**config.mk**
```make
export PLATFORM = sky130hd
export DESIGN_NAME = systolic_feeder_flat
export DESIGN_NICKNAME = d
export VERILOG_FILES = /design/src/rtl/systolic_feeder_if.sv /design/src/rtl/systolic_feeder.sv /design/src/flat_wrapper.sv
export SDC_FILE = /design/constraint.sdc
export NUM_CORES = 1
export LEC_CHECK = 0
export CAP_MARGIN = 15
export CELL_PAD_IN_SITES_DETAIL_PLACEMENT = 0
export CELL_PAD_IN_SITES_GLOBAL_PLACEMENT = 1
export CORE_AREA = 8 8 177 179
export CTS_CLUSTER_DIAMETER = 40
export CTS_CLUSTER_SIZE = 12
export DETAILED_ROUTE_END_ITERATION = 10
export DIE_AREA = 0 0 185 187
export PLACE_DENSITY = 0.79
export REMOVE_ABC_BUFFERS = 1
export SYNTH_ARGS = -nofsm -noshare
export SYNTH_HDL_FRONTEND = slang
export SYNTH_SLANG_ARGS = --single-unit
```
**constraint.sdc**
```tcl
create_clock -name clk -period 13.7 [get_ports clk]
set_clock_uncertainty 0.2 [all_clocks]
set_input_delay 3.425 -clock clk [delete_from_list [all_inputs] [get_ports clk]]
set_output_delay 3.425 -clock clk [all_outputs]
set_load 0.01 [all_outputs]
```
**src/rtl/systolic_feeder_if.sv**
```systemverilog
// Bus bundle for the systolic array edge feeder: matrix write port, start
// request, skewed edge data and status.
interface systolic_feeder_if #(
  parameter int N = 4,
  parameter int W = 8
);
  logic                 wr_en;
  logic                 wr_sel;
  logic [$clog2(N)-1:0] wr_row;
  logic [$clog2(N)-1:0] wr_col;
  logic [W-1:0]         wr_data;
  logic                 start;
  logic [N*W-1:0]       a_west;
  logic [N*W-1:0]       b_north;
  logic                 array_en;
  logic                 busy;
  logic                 done;

  modport master (
    output wr_en, wr_sel, wr_row, wr_col, wr_data, start,
    input  a_west, b_north, array_en, busy, done
  );

  modport slave (
    input  wr_en, wr_sel, wr_row, wr_col, wr_data, start,
    output a_west, b_north, array_en, busy, done
  );
endinterface

```
**src/rtl/systolic_feeder.sv**
```systemverilog
// Edge driver for an NxN output-stationary systolic MAC array: stores A and B,
// then streams skewed, zero-padded rows/columns into the west and north edges.
//
// state | meaning
// IDLE  | storage writable, waiting for start
// FEED  | driving step t = 0 .. 3N-1 onto the array edges
// DONE  | one-cycle done pulse, array disabled
module systolic_feeder #(
  parameter int N = 4,
  parameter int W = 8
) (
  input logic clk,
  input logic rst,
  systolic_feeder_if.slave bus
);
  localparam int IW = $clog2(N);
  localparam int TW = $clog2(3 * N);
  localparam logic [TW-1:0] T_LAST = TW'(3 * N - 1);

  localparam logic [1:0] IDLE = 2'd0;
  localparam logic [1:0] FEED = 2'd1;
  localparam logic [1:0] DONE = 2'd2;

  logic [1:0]     state;
  logic [TW-1:0]  t;
  logic [W-1:0]   mem_a [N][N];
  logic [W-1:0]   mem_b [N][N];
  logic [N*W-1:0] a_step, b_step;
  logic [N*W-1:0] a_q, b_q;
  logic           en_q, busy_q, done_q;

  // Row i / column i is offset by i steps; anything outside the matrix is zero.
  always_comb begin
    int d;
    d      = 0;
    a_step = '0;
    b_step = '0;
    for (int i = 0; i < N; i++) begin
      d = int'(t) - i;
      if (d >= 0 && d < N) begin
        a_step[i*W +: W] = mem_a[i][d[IW-1:0]];
        b_step[i*W +: W] = mem_b[d[IW-1:0]][i];
      end
    end
  end

  // Storage only accepts writes in IDLE, so a running feed sees stable data.
  always_ff @(posedge clk or posedge rst) begin
    if (rst) begin
      for (int r = 0; r < N; r++) begin
        for (int c = 0; c < N; c++) begin
          mem_a[r][c] <= '0;
          mem_b[r][c] <= '0;
        end
      end
    end else if (bus.wr_en && state == IDLE) begin
      if (!bus.wr_sel) mem_a[bus.wr_row][bus.wr_col] <= bus.wr_data;
      else             mem_b[bus.wr_row][bus.wr_col] <= bus.wr_data;
    end
  end

  always_ff @(posedge clk or posedge rst) begin
    if (rst) begin
      state  <= IDLE;
      t      <= '0;
      a_q    <= '0;
      b_q    <= '0;
      en_q   <= 1'b0;
      busy_q <= 1'b0;
      done_q <= 1'b0;
    end else begin
      case (state)
        IDLE: begin
          a_q    <= '0;
          b_q    <= '0;
          en_q   <= 1'b0;
          busy_q <= 1'b0;
          done_q <= 1'b0;
          t      <= '0;
          if (bus.start) state <= FEED;
        end
        FEED: begin
          a_q    <= a_step;
          b_q    <= b_step;
          en_q   <= 1'b1;
          busy_q <= 1'b1;
          done_q <= 1'b0;
          if (t == T_LAST) state <= DONE;
          else             t     <= t + TW'(1);
        end
        DONE: begin
          a_q    <= '0;
          b_q    <= '0;
          en_q   <= 1'b0;
          busy_q <= 1'b1;
          done_q <= 1'b1;
          t      <= '0;
          state  <= IDLE;
        end
        default: begin
          a_q    <= '0;
          b_q    <= '0;
          en_q   <= 1'b0;
          busy_q <= 1'b0;
          done_q <= 1'b0;
          t      <= '0;
          state  <= IDLE;
        end
      endcase
    end
  end

  assign bus.a_west   = a_q;
  assign bus.b_north  = b_q;
  assign bus.array_en = en_q;
  assign bus.busy     = busy_q;
  assign bus.done     = done_q;
endmodule

```
**src/flat_wrapper.sv**
```systemverilog
// flat-port wrapper written by rule: the top's interface ports become plain ports
module systolic_feeder_flat 
#(
  parameter int N = 4,
  parameter int W = 8
)
  (clk, rst, bus_wr_en, bus_wr_sel, bus_wr_row, bus_wr_col, bus_wr_data, bus_start, bus_a_west, bus_b_north, bus_array_en, bus_busy, bus_done);
  systolic_feeder_if #(.N(N), .W(W)) bus_i ();
  input logic clk;
  input logic rst;
  input wire logic [$bits(bus_i.wr_en)-1:0] bus_wr_en;
  input wire logic [$bits(bus_i.wr_sel)-1:0] bus_wr_sel;
  input wire logic [$bits(bus_i.wr_row)-1:0] bus_wr_row;
  input wire logic [$bits(bus_i.wr_col)-1:0] bus_wr_col;
  input wire logic [$bits(bus_i.wr_data)-1:0] bus_wr_data;
  input wire logic [$bits(bus_i.start)-1:0] bus_start;
  output wire logic [$bits(bus_i.a_west)-1:0] bus_a_west;
  output wire logic [$bits(bus_i.b_north)-1:0] bus_b_north;
  output wire logic [$bits(bus_i.array_en)-1:0] bus_array_en;
  output wire logic [$bits(bus_i.busy)-1:0] bus_busy;
  output wire logic [$bits(bus_i.done)-1:0] bus_done;
  assign bus_i.wr_en = bus_wr_en;
  assign bus_i.wr_sel = bus_wr_sel;
  assign bus_i.wr_row = bus_wr_row;
  assign bus_i.wr_col = bus_wr_col;
  assign bus_i.wr_data = bus_wr_data;
  assign bus_i.start = bus_start;
  assign bus_a_west = bus_i.a_west;
  assign bus_b_north = bus_i.b_north;
  assign bus_array_en = bus_i.array_en;
  assign bus_busy = bus_i.busy;
  assign bus_done = bus_i.done;
  systolic_feeder #(.N(N), .W(W)) u_core (.clk(clk), .rst(rst), .bus(bus_i));
endmodule
```
* Word-level counts from Yosys, hierarchy flattened
Cells that the tools add are included.
** Storage, ports and cells
- Register bits after elaboration :: 329
- Output and inout bits :: 67
- Logic and storage cells :: 132
** Cells by class
- $add $sub $neg :: 4
- Magnitude comparators :: 16
- Eq/ne operators :: 6
- Multiplexer cells :: 48
- Bitwise logic cells :: 7
- Reduce and logical (&&, ||, !) cells :: 12
** Operator list (count)
- 32-bit binary-select mux with 2-bit select :: 4
- 128-bit bitwise mux :: 2
- 32-bit 2-to-1 mux :: 5
- 8-bit 2-to-1 mux :: 19
- 32-bit by 1-bit >= comparator with 1-bit output, second input constant :: 3
- 32-bit by 4-bit less-than comparator with 1-bit output, second input constant :: 3
- 8-bit binary-select mux with 2-bit select :: 4
- 32-bit demux with 2-bit select :: 1
- 24-bit 2-to-1 mux :: 2
- 16-bit 2-to-1 mux :: 2
- 3-bit >= comparator, second input constant :: 6
- 2-bit inverter with 3-bit output :: 6
- 8-bit demux with 2-bit select :: 1
- 4-bit by 2-bit subtractor with 5-bit output, second input constant :: 2
- 4-bit 2-to-1 mux :: 2
- 1-bit logical AND :: 7
- 3-bit by 1-bit less-than comparator with 1-bit output, second input constant :: 2
- 2-bit AND reduction :: 3
- 4-bit by 1-bit subtractor with 5-bit output, second input constant :: 1
- 4-bit by 1-bit adder with 4-bit output, second input constant :: 1
- 4-bit == test, second input constant :: 1
- 4-bit by 1-bit >= comparator with 1-bit output, second input constant :: 1
- 4-bit by 3-bit less-than comparator with 1-bit output, second input constant :: 1
- 2-bit 2-to-1 mux :: 2
- 9 further kinds :: 12

* Longest topological paths before layout
- Word-level depth :: 8
- Mapped depth :: 10

* Worst setup path after synthesis
Ideal clock, no wire load.
- Kind :: input port to flip-flop
- Start :: in bus_wr_col[1]
- End :: reg u_core.mem_a[112] (netlist bit)
- Setup time :: 0.125 ns
- Data arrival time :: 4.724 ns
- Data required time :: 13.375 ns
- Path slack :: 8.651 ns
- Stages on the path :: 6
- Buffers on the path :: 3
- Cell sequence :: buf_6 > nand2b_4 > buf_6 > or4_4 > buf_6 > mux2_4
** On the way
- Longest elaborated chain between the ends :: 8
- Elaborated cells on any way between the ends :: 9
- Those cells by class :: 2 x order compare; 5 x mux; 1 x bitwise; 1 x reduce/logical
** Ends and longest elaborated chain
- start: declaration :: line flat_wrapper.sv:14 : input wire logic [$bits(bus_i.wr_col)-1:0] bus_wr_col;
- 2-bit inverter with 3-bit output (not written as such) * :: line systolic_feeder.sv:57 : if (!bus.wr_sel) mem_a[bus.wr_row][bus.wr_col] <= bus.wr_data;
- 3-bit >= comparator (not written as such) / 3-bit by 1-bit less-than comparator with 1-bit output (equally long branches) :: line systolic_feeder.sv:57
- 1-bit logical AND (not written as such) :: line systolic_feeder.sv:57
- 8-bit 2-to-1 mux (not written as such) :: line systolic_feeder.sv:57
- 8-bit demux with 2-bit select * :: line systolic_feeder.sv:57
- 32-bit 2-to-1 mux (not written as such) * :: line systolic_feeder.sv:57
- 32-bit demux with 2-bit select * :: line systolic_feeder.sv:57
- 128-bit bitwise mux * :: line systolic_feeder.sv:57
- end signal: indexed assignment :: line systolic_feeder.sv:57
- end: declaration :: line systolic_feeder.sv:26 : logic [W-1:0] mem_a [N][N];
Every way passes the cells marked *; elsewhere a longest branch is shown, timed or not.
A chain may end at the register's enable or synchronous reset.

==> key figures <==
CTS
  – Clock latency on the worst-skew pair: around 520 ps
  – Post_cts resized: 0
  – CTS tree: yes
  – Reg clk slew, reported paths: ~50 ps
  – H-tree Lvls: 2
  – Post-CTS Setup Bufs: 0
  – Hold-fix buffers at CTS: 0
  – Sinks on Clock Net: roughly 330
  – Total CTS buffers: 43
  – Max clock buf depth: 3
  – Clock Tree Root: clkbuf_16

Timing
  – TNS Setup: 0 ps
  – Final setup fails: 0
  – Crit share post-route: 43.1%
  – Max-slew violation count: 0
  – Slew headroom: about 33%
  – Final Hold Fails: 0
  – Worst slew pin tran: roughly 1000 ps
  – Tmin final: 5900 ps
  – Fmax: between 0.15 and 0.2 GHz
  – RSZ-0062 raised after global routing: false

Global routing
  – Grt ovf: 0
  – First-pass GRT wire length: between 40000 and 50000 µm
  – Initial antenna violation count: 0
  – Total track usage: ~18%
  – Vias in the first global route: around 8500
  – Largest net degree at the start of global routing: ~110

Synth
  – Synth area leaders: dfrtp_1 (57%), mux2_2 (18%), mux4_2 (10%)
  – Avg Inst Size Synth: 16.2 µm²
  – Flops & latches, synth: 329
  – Ys Warns: 0
  – Synth unique cells: 38
  – Post-synth EDFFs: 0
  – Cell count after synthesis: 888
  – Seq/Total Area, Yosys: a little under three fifths
  – Cell Area, Synth: approximately 0.014 mm²
  – Asr flop ratio synth: 100%
  – Ys flop type: dfrtp_1
  – Proportion of netlist area held by the largest area contributor: roughly 57%
  – Synth area leader: dfrtp_1

Power and ir drop
  – PD cells: roughly 200 mW/mm²
  – P_leak: around 7.7 nW
  – P_sw: 0.897 mW
  – Combinational Power Share: approximately a quarter
  – Switch share: approximately 27%
  – Internal: about 2.4 mW
  – Sequential Power Share: around 40%
  – Clock power share: 35.6%
  – Peak supply drop: approximately 81 µV

Finish
  – Filler cells: about 2200
  – Footprint of the multi-input gates: approximately 0.0057 mm²
  – Area Growth Syn to Fin: 18.2%
  – Commonest non-fill, non-tap cells in the layout: dfrtp_1 (328), mux2_2 (226), clkdlybuf4s50_1 (83)
  – # diodes: 0
  – Reg area: approximately 0.0082 mm²
  – Share of layout cells above drive strength 1: about 45%
  – Fin util: between 50% and 60%
  – Final cell count without fillers: 1374
  – # nets final: 990
  – Commonest non-fill, non-tap cell in the layout: dfrtp_1

Placement
  – DPL Wire Length: about 17000 µm
  – Routability Congestion: approximately 0.73
  – Buffers on Ports: 83
  – Cells after DPL: 1300

Die
  – Core area: 0.0284 mm²
  – Die height: about 190 µm
  – I/O pin cnt: 84
  – FP Rows: 62
  – Die Wd: between 150 and 200 µm
  – Initial core utilization: between 50% and 60%
  – Die area: 0.0346 mm²

Critical path
  – Crit Path Category: in2async
  – Critical path capture point type: asynchronous set/reset pin
  – Req. time, crit path: 14030 ps
  – Arrival time worst endpoint: 6230 ps
  – CP Launch Type: input port
  – CP max FO: 110

Detailed routing
  – # DRC: 0
  – TritonRoute pass-1 iters: 4
  – Routed vias/inst: approximately 5.6
  – Post-route ant nets: 0
  – Vias: 7747
  – Routed len/inst: approximately 22 µm
  – DRT iter0 DRCs: about 380
  – Routed wire length: between 20000 and 30000 µm

Flow run
  – MaxCap Viol Count: 0

Worst hold path
  – Hold Path Class: reg2reg

Run status
  – Status: completed
-- critical path: stages --
cell             delay, ps
clkdlybuf4s50_1        490
inv_8                  510
buf_4                  870
buf_4                  790
-- area by class of cell --
type,instances,area share [%]
sequential,329,48.5
multi-input combinational,465,33.4
clock buffer,48,6.81
timing repair buffer,100,5.69
tap,384,2.83
clock inverter,24,2.23
inverter,24,0.575
-- stage by stage --
| stage | worst slack (ps) | power [mW] | area (µm²) | hold WS (ps) |
|---|---|---|---|---|
| global route | 7350 | 3.51 | 17000 | 312 |
| CTS | 7610 | 3.38 | 17000 | 298 |
| global placement | 7090 | 2.15 | 15400 | 283 |
| finish | 7800 | 3.34 | 17000 | 295 |
| detailed placement | 7050 | 2.18 | 15400 | 287 |
| floorplan | 964 | 1.92 | 14000 | 274 |
-- power by group through the flow --
stage | registers, mW | clock network (mW) | logic [mW]
2_1_floorplan | 1.36 | 0 | 0.565
6_report | 1.33 | 1.19 | 0.821
5_1_grt | 1.36 | 1.26 | 0.888
4_1_cts | 1.33 | 1.22 | 0.835
3_3_place_gp | 1.34 | 0 | 0.814
3_5_place_dp | 1.35 | 0 | 0.830
-- routing by layer --
| metal | global-route usage [%] | share of wire (%) | vias to the layer above |
|---|---|---|---|
| met5 | 0 | 0 | - |
| met4 | 4.50 | 1.8 | 0 |
| met3 | 2.66 | 4.0 | 49 |
| met2 | 28.7 | 49 | 138 |
| met1 | 24.7 | 45 | 4172 |
| li1 | - | - | 3388 |
-- synthesized netlist by cell type, types with 10 or more instances --
master / instances
buf_2: 21
buf_6: 11
nor3b_1: 32
clkbuf_1: 36
a211oi_1: 17
mux2_2: 226
nor3_2: 18
inv_1: 24
mux2_4: 32
mux4_2: 64
dfrtp_1: 329
ha_1: 10
and3_1: 17
-- cell families (layout without fill, tap and decap cells) --
group | Yosys count | after routing | share of synthesized area (%)
simple gates | 104 | 104 | 5.97
fa+ha+maj | 10 | 10 | 0.871
compound gates | 24 | 24 | 1.20
flops | 329 | 329 | 57.3
mux | 324 | 324 | 31.2
xor+xnor | 3 | 3 | 0.183
buf+inv | 94 | 196 | 3.26
-- state kept, by name (all words and copies together) (netlist names) --
signal,flops
u_core.bus.busy,1
u_core.bus.b_north,32
u_core.bus.a_west,32
u_core.bus.array_en,1
u_core.state,2
u_core.mem_a,128
u_core.t,4
u_core.bus.done,1
u_core.mem_b,128
-- final timing paths --
path                                        from                endpoint  slack (ps)  depth (start not counted)
worst min-delay path            u_core.mem_a[57]        u_core.mem_a[57]         300                          1
worst max register to register       u_core.t[1]   u_core.bus.a_west[30]       10120                          7
worst max-delay path                         rst        u_core.mem_a[19]        7800                          4
min in group asynchronous                    rst  u_core.bus.b_north[26]        3220                          2
max in group clk                   bus_wr_col[0]         u_core.mem_b[2]        7850                          4
worst min register to register  u_core.mem_a[57]        u_core.mem_a[57]         300                          1
(Power assumes the default switching activity.)
